===== src/rtl/fifo_ctrl_pkg.sv =====
// Shared FIFO sizing defaults used by the controller and the FIFO memory block,
// plus a legality check for controller parameter sets.
package fifo_ctrl_pkg;

    localparam int FDEPTH_DEF  = 8;
    localparam int FCWIDTH_DEF = 3;
    localparam int FWIDTH_DEF  = 8;
    localparam int AFULL_DEF   = 6;
    localparam int AEMPTY_DEF  = 2;

    function automatic bit params_ok(input int depth, input int cw,
                                     input int afull, input int aempty);
        return (depth >= 2) && ((1 << cw) >= depth) &&
               (aempty < afull) && (afull <= depth);
    endfunction

endpackage


===== src/rtl/fifo_ptr_ctr.sv =====
// Wrapping modulo-DEPTH address pointer with increment and synchronous clear.
module fifo_ptr_ctr #(
    parameter int DEPTH = 8,
    parameter int W     = 3
) (
    input  logic         clk,
    input  logic         rstN,
    input  logic         clr,
    input  logic         inc,
    output logic [W-1:0] ptr
);

    logic [W-1:0] ptr_q;
    logic [W-1:0] ptr_d;

    always_comb begin
        ptr_d = ptr_q;
        if (clr) begin
            ptr_d = '0;
        end else if (inc) begin
            // Explicit wrap so non-power-of-two depths never visit unused slots
            ptr_d = (ptr_q == W'(DEPTH - 1)) ? '0 : ptr_q + W'(1);
        end
    end

    always_ff @(posedge clk or negedge rstN) begin
        if (!rstN) begin
            ptr_q <= '0;
        end else begin
            ptr_q <= ptr_d;
        end
    end

    assign ptr = ptr_q;

endmodule


===== src/rtl/fifo_ctrl.sv =====
// FIFO sequencing: accepts active-low read/write requests, drives the memory
// write strobe and addresses, and keeps occupancy, status flags and sticky errors.
module fifo_ctrl
    import fifo_ctrl_pkg::*;
#(
    parameter int FDEPTH     = FDEPTH_DEF,
    parameter int FCWIDTH    = FCWIDTH_DEF,
    parameter int AFULL_LVL  = AFULL_DEF,
    parameter int AEMPTY_LVL = AEMPTY_DEF
) (
    input  logic               clk,
    input  logic               rstN,
    input  logic               writeN,
    input  logic               readN,
    input  logic               clrN,
    output logic               mem_writeN,
    output logic [FCWIDTH-1:0] wr_addr,
    output logic [FCWIDTH-1:0] rd_addr,
    output logic [FCWIDTH:0]   fcount,
    output logic               F_EmptyN,
    output logic               F_FullN,
    output logic               F_AEmptyN,
    output logic               F_AFullN,
    output logic               ovfl,
    output logic               udfl
);

    localparam int                CW       = FCWIDTH + 1;
    localparam logic [FCWIDTH:0]  DEPTH_C  = CW'(FDEPTH);
    localparam logic [FCWIDTH:0]  AFULL_C  = CW'(AFULL_LVL);
    localparam logic [FCWIDTH:0]  AEMPTY_C = CW'(AEMPTY_LVL);

    generate
        if (!params_ok(FDEPTH, FCWIDTH, AFULL_LVL, AEMPTY_LVL)) begin : g_bad_params
            $error("fifo_ctrl: illegal FDEPTH/FCWIDTH/AFULL_LVL/AEMPTY_LVL combination");
        end
    endgenerate

    logic             clr;
    logic             rd_acc;
    logic             wr_acc;
    logic [FCWIDTH:0] fcount_q, fcount_d;
    logic             empty_n_q, empty_n_d;
    logic             full_n_q, full_n_d;
    logic             aempty_n_q, aempty_n_d;
    logic             afull_n_q, afull_n_d;
    logic             ovfl_q, ovfl_d;
    logic             udfl_q, udfl_d;

    assign clr    = !clrN;
    assign rd_acc = !readN && (fcount_q != '0);
    // A read in the same cycle frees the slot, so a full FIFO still takes the write
    assign wr_acc = !writeN && ((fcount_q != DEPTH_C) || rd_acc);

    assign mem_writeN = !(wr_acc && rstN && clrN);

    fifo_ptr_ctr #(.DEPTH(FDEPTH), .W(FCWIDTH)) u_wr_ptr (
        .clk  (clk),
        .rstN (rstN),
        .clr  (clr),
        .inc  (wr_acc),
        .ptr  (wr_addr)
    );

    fifo_ptr_ctr #(.DEPTH(FDEPTH), .W(FCWIDTH)) u_rd_ptr (
        .clk  (clk),
        .rstN (rstN),
        .clr  (clr),
        .inc  (rd_acc),
        .ptr  (rd_addr)
    );

    always_comb begin
        fcount_d = fcount_q;
        ovfl_d   = ovfl_q | (!writeN && (fcount_q == DEPTH_C) && !rd_acc);
        udfl_d   = udfl_q | (!readN && (fcount_q == '0));
        if (wr_acc && !rd_acc) begin
            fcount_d = fcount_q + CW'(1);
        end else if (rd_acc && !wr_acc) begin
            fcount_d = fcount_q - CW'(1);
        end
        if (clr) begin
            fcount_d = '0;
            ovfl_d   = 1'b0;
            udfl_d   = 1'b0;
        end
        // Flags follow the next count so they move on the same edge as fcount
        empty_n_d  = (fcount_d != '0);
        full_n_d   = (fcount_d != DEPTH_C);
        aempty_n_d = (fcount_d > AEMPTY_C);
        afull_n_d  = (fcount_d < AFULL_C);
    end

    always_ff @(posedge clk or negedge rstN) begin
        if (!rstN) begin
            fcount_q   <= '0;
            empty_n_q  <= 1'b0;
            full_n_q   <= 1'b1;
            aempty_n_q <= 1'b0;
            afull_n_q  <= 1'b1;
            ovfl_q     <= 1'b0;
            udfl_q     <= 1'b0;
        end else begin
            fcount_q   <= fcount_d;
            empty_n_q  <= empty_n_d;
            full_n_q   <= full_n_d;
            aempty_n_q <= aempty_n_d;
            afull_n_q  <= afull_n_d;
            ovfl_q     <= ovfl_d;
            udfl_q     <= udfl_d;
        end
    end

    assign fcount    = fcount_q;
    assign F_EmptyN  = empty_n_q;
    assign F_FullN   = full_n_q;
    assign F_AEmptyN = aempty_n_q;
    assign F_AFullN  = afull_n_q;
    assign ovfl      = ovfl_q;
    assign udfl      = udfl_q;

endmodule


===== config.mk =====
export PLATFORM = sky130hd
export DESIGN_NAME = fifo_ctrl
export DESIGN_NICKNAME = d
export VERILOG_FILES = /design/src/rtl/fifo_ctrl_pkg.sv /design/src/rtl/fifo_ptr_ctr.sv /design/src/rtl/fifo_ctrl.sv
export SDC_FILE = /design/constraint.sdc
export NUM_CORES = 1
export LEC_CHECK = 0
export ABC_AREA = 1
export BUFFER_PORTS_ARGS = -buffer_cell sky130_fd_sc_hd__buf_2
export CAP_MARGIN = 10
export CORE_ASPECT_RATIO = 0.6
export CORE_MARGIN = 5
export CORE_UTILIZATION = 39
export CTS_BUF_LIST = sky130_fd_sc_hd__clkbuf_8 sky130_fd_sc_hd__clkbuf_16
export DETAILED_ROUTE_END_ITERATION = 10
export PLACE_DENSITY = 0.68
export SLEW_MARGIN = 20
export SYNTH_ARGS = -nofsm -noshare
export SYNTH_HDL_FRONTEND = slang
export SYNTH_HIERARCHICAL = 1
export SYNTH_SLANG_ARGS = --single-unit

===== constraint.sdc =====
create_clock -name clk -period 4.2 [get_ports clk]
set_input_delay 0.42 -clock clk [delete_from_list [all_inputs] [get_ports clk]]
set_output_delay 0.42 -clock clk [all_outputs]
set_load 0.005 [all_outputs]

After elaboration in Yosys (flattened, before gate mapping)
Index checks and enable logic that the tools add are counted. W data, S select, Z words.

Add/subtract/negate cells: 4. Order comparisons: 2. Equal/unequal tests: 7. Multiplexer cells: 11. Bitwise operators: 2. Reduce and logical (&&, ||, !) cells: 18.

Operator list (count): $mux W3 (6); $mux W4 (3); $logic_and A1 B1 Y1 (9); $ne A4 B4 Y1 const B (2); $reduce_bool A4 Y1 (2); $add A3 B1 Y3 const B (2); $eq A3 B3 Y1 const B (2); $logic_not A1 Y1 (5); $add A4 B1 Y4 const B (1); $eq A4 B4 Y1 const B (1); $gt A4 B2 Y1 const B (1); $logic_not A4 Y1 (1); $lt A4 B3 Y1 const B (1); $ne A2 B1 Y1 const B (2); $sub A4 B1 Y4 const B (1); $mux W1 (2); $or A1 B1 Y1 (2); $logic_or A1 B1 Y1 (1).

Register bits after elaboration: 16. Input bits: 5. Output and inout port bits: 17. Logic and storage cells: 53.

Longest topological paths before layout
Depth after elaboration: 10. Gate-level depth with buffers: 12. Depth with buffers taken out: 12.

Hierarchy
Netlist, hierarchy kept.

By module, submodules not included: fifo_ctrl (instances 1, cells an instance 93, area an instance 726.9 um^2); fifo_ptr_ctr (instances 2, cells an instance 17, area an instance 151.4 um^2).

Worst setup path before layout
OpenSTA, ideal clock, no wires.

Kind: reg2reg. From: reg fcount_q[0] (netlist: fcount[0]). To: reg empty_n_q (netlist: F_EmptyN). Setup time: 116 ps. Data arrival time: 1530 ps. Path slack: 2554 ps. Stages on the path, launching flop included: 13. Path buffers: 0. Period minus slack after synthesis: 1646 ps. Cell sequence: dfrtp_1 inv_1 ha_1 nand2_2 nor2_4 nor2_4 nand2_4 nand2_2 nand2_2 nand3_1 nand2_1 inv_1 nand2_1.

Longest elaborated chain between the ends: 10. Elaborated cells between the ends (all ways): 15.

RTL lines: start: declaration (RTL line fifo_ctrl.sv:42) `logic [FCWIDTH:0] fcount_q, fcount_d;`; start signal: assignment (RTL line fifo_ctrl.sv:104) `fcount_q <= fcount_d;`; $reduce_bool A4 Y1 (RTL line fifo_ctrl.sv:51) `assign rd_acc = !readN && (fcount_q != '0);`; $logic_and A1 B1 Y1 (RTL line fifo_ctrl.sv:51); $logic_or A1 B1 Y1 (*) (RTL line fifo_ctrl.sv:53) `assign wr_acc = !writeN && ((fcount_q != DEPTH_C) || rd_acc);`; $logic_and A1 B1 Y1 (*) (RTL line fifo_ctrl.sv:53); named net wr_acc (RTL line fifo_ctrl.sv:41) `logic wr_acc;`; $logic_not A1 Y1 (RTL line fifo_ctrl.sv:79) `end else if (rd_acc && !wr_acc) begin`; $logic_and A1 B1 Y1 (RTL line fifo_ctrl.sv:79); $mux W4 (RTL line fifo_ctrl.sv:79); $mux W4 (*) (RTL line fifo_ctrl.sv:77) `if (wr_acc && !rd_acc) begin`; $mux W4 (*) (RTL line fifo_ctrl.sv:82) `if (clr) begin`; $reduce_bool A4 Y1 (*) (RTL line fifo_ctrl.sv:88) `empty_n_d = (fcount_d != '0);`; named net empty_n_d (RTL line fifo_ctrl.sv:43) `logic empty_n_q, empty_n_d;`; end signal: assignment (RTL line fifo_ctrl.sv:105) `empty_n_q <= empty_n_d;`; end: declaration (RTL line fifo_ctrl.sv:43).

Mark *: on every way through the listed nets, which the timed path passes. The rest lies on a longest branch. A chain may end at the register's enable or synchronous reset.

Worst setup path in the final report
From: reg fcount_q[0] (netlist: fcount[0]). To: out mem_writeN.

Longest elaborated chain between the ends: 7. Elaborated cells between the ends (all ways): 8.

RTL lines: $reduce_bool A4 Y1 (RTL line fifo_ctrl.sv:51); $logic_and A1 B1 Y1 (RTL line fifo_ctrl.sv:51); $logic_or A1 B1 Y1 (*) (RTL line fifo_ctrl.sv:53); $logic_and A1 B1 Y1 (*) (RTL line fifo_ctrl.sv:53); named net wr_acc (RTL line fifo_ctrl.sv:41); $logic_and A1 B1 Y1 (*) (2 in series) (RTL line fifo_ctrl.sv:55) `assign mem_writeN = !(wr_acc && rstN && clrN);`; $logic_not A1 Y1 (*) (RTL line fifo_ctrl.sv:55); end: declaration (RTL line fifo_ctrl.sv:16) `output logic mem_writeN,`.

Marked as above.

==> run metrics <==
final hold violation count 0; Bufs on Longest Clock Path 2; fin nets 162; GRT overflow 0; Peak VDD IR 0.248 mV; pre-CTS setup slack around 2400 ps; post-synthesis mux area share 0; WP data arrival 1690 ps; Power Internal 339 uW; max-cap viol count 0; Die ar. 3800 um^2; worst slew pin tran roughly 370 ps; Worst-Skew Late Latency 250 ps; startpoint types flip-flop; hpwl dp roughly 1.7 mm; ant diodes 0; synth cell count leaders nand2_1, dfrtp_1, inv_1, nand3_1, nand2_2; Core Footprint ~2500 um^2; Clock Sink Count 16; Compound-Gate Fraction of Synth Area 0.0146; run status finished, final reports clean; Die Height 49.8 um; Hold Path Class input port to async pin; H-tree levels 1; Mean Syn Cell Area 8.11 um^2; Sw Ratio 0.365; number of synthesized flops with an enable pin 0; Netlist cell types 21; first-pass GRT wire length roughly 3.5 mm; TritonRoute pass-1 iters 4; reg2reg setup slack 2400 ps; syn_nets 138; CP endpoint kind output pin; RSZ-0062 raised after global routing false; setup violators final 0; Worst-path clk slew 60 ps; power share of the combinational group 0.362; Die X 76.3 um; total global-route track usage 0.115; most numerous cell in the Yosys netlist nand2_1; Seq cells post-synth 16; Setup TNS Final 0 ps; number of global-route vias before repair 812; register share of total power 0.387; Final Power about 530 uW; vias per std cell 4.61; Clock Tree Root clkbuf_8; Clock Power Share 0.250; Routability Congestion 0.826; Post-Route Utilization 0.480; share of cells above drive strength 1 0.373; PortBufs 21; fin crit share 0.502; CTS Buf Count 3; post-synth top area cell dfrtp_1; kind of critical path flip-flop to output pin; PD cells around 440 nW/um^2; CP required 3780 ps; switching power 195 uW; simple logic cell fraction of the synthesized area 0.419; PnR worst setup slack 2090 ps; fmax 474 MHz; initial antenna violation count 0; IO Count 22; Mapped Cells 127; CTS resizes 0; final slew viol count 0; initial DRC count 38; Slew HR 0.756; area grow syn2layout 17.6%; hold buffers post-CTS 0; cell area after synthesis 1030 um^2; DRC Markers 0; Avg WL per Cell 11.2 um; P_leak 0.000717 uW; CTS tree yes; WL final 2.04 mm; number of setup buffers added after CTS 0; Final Skew between 4 and 5 ps; largest net degree at the start of global routing 18; share of the synthesized area in the top cell type 0.340; register area share after synthesis 0.391; yosys warns 6; xor/xnor share of the synthesized area 0.00851; starting density of the core 0.408; Post-synth top flop dfrtp_1; Vias between 800 and 900; Synth Area in Adders 0.0729; # rows 14; Crit Path Max Fanout 9; Final ANT Viol Nets 0; asr flop ratio synth 1.00; Final Critical Period 2110 ps; top cells by area, synth dfrtp_1, nand2_1, ha_1; main combinational cell family by area after synthesis simple AND/OR/NAND/NOR gates
-- logic make-up after synthesis --
family          count (synthesis)
simple gates                   80
buf+inv                        22
flops                          16
fa+ha+maj                       6
compound gates                  2
xor+xnor                        1
-- stage by stage --
step / area (um^2) / cells / hold WS, ps
2_1_floorplan: 1030 / 127 / 124
3_3_place_gp: 1160 / 178 / 347
3_5_place_dp: 1160 / 178 / 357
4_1_cts: 1210 / 182 / 85.5
5_1_grt: 1210 / 182 / 111
6_report: 1210 / 182 / 76.3
-- critical path, stage by stage (launching register included) --
cell and delay [ps]:
dfrtp_1 430, inv_1 120, ha_1 270, nand2_2 110, nor2_4 50, nor2_4 210
nand3_1 100, buf_2 140
-- power groups by stage --
| stage | clock (uW) | combinational (uW) | sequential [uW] |
|---|---|---|---|
| after global placement | 0 | 192 | 208 |
| after CTS | 139 | 197 | 208 |
| after floorplan | 0 | 144 | 206 |
| final | 134 | 194 | 207 |
| after detailed placement | 0 | 196 | 210 |
| after global routing | 145 | 221 | 211 |
-- layout make-up --
type / count / area (um^2)
inverter: 20 / 77.6
sequential: 16 / 403
tap: 32 / 40.0
fill: 267 / 1310
multi-input combinational: 89 / 531
timing repair buffer: 21 / 105
clock buffer: 4 / 55.1
-- cell usage in the layout, fill, tap and decap left out, types with 4 or more instances in the layout --
master / synthesis / final
clkbuf_8: 0 / 4
nand2_1: 34 / 34
buf_2: 0 / 21
dfrtp_1: 14 / 14
inv_2: 6 / 6
nand2_2: 9 / 9
nand3_2: 4 / 4
nand3_1: 13 / 13
ha_1: 6 / 6
inv_1: 13 / 13
nor2_1: 7 / 7
-- path summary, 6_finish.rpt --
check                               startpoint                  end  depth (start not counted)
min in group clk                udfl$_DFF_PN0_       udfl$_DFF_PN0_                          1
max in group asynchronous                 rstN   F_AFullN$_DFF_PN1_                          1
min                                       rstN       ovfl$_DFF_PN0_                          1
min reg2reg                     udfl$_DFF_PN0_       udfl$_DFF_PN0_                          1
max                        fcount[0]$_DFF_PN0_           mem_writeN                          7
max reg2reg                fcount[0]$_DFF_PN0_  F_AEmptyN$_DFF_PN0_                         12
-- flip-flops by register name (all words and copies together), names as in the netlist --
name and flops:
fcount 4, F_EmptyN 1, F_FullN 1, F_AEmptyN 1, ovfl 1, F_AFullN 1
udfl 1, u_wr_ptr/ptr 3, u_rd_ptr/ptr 3
-- metal layers --
layer / GRT usage / part of all wire
met5: 0 / 0
met2: 0.185 / 0.43
met1: 0.147 / 0.51
met3: 0.0527 / 0.056
met4: 0.00872 / 0
Power figures use the tool's default switching activity.
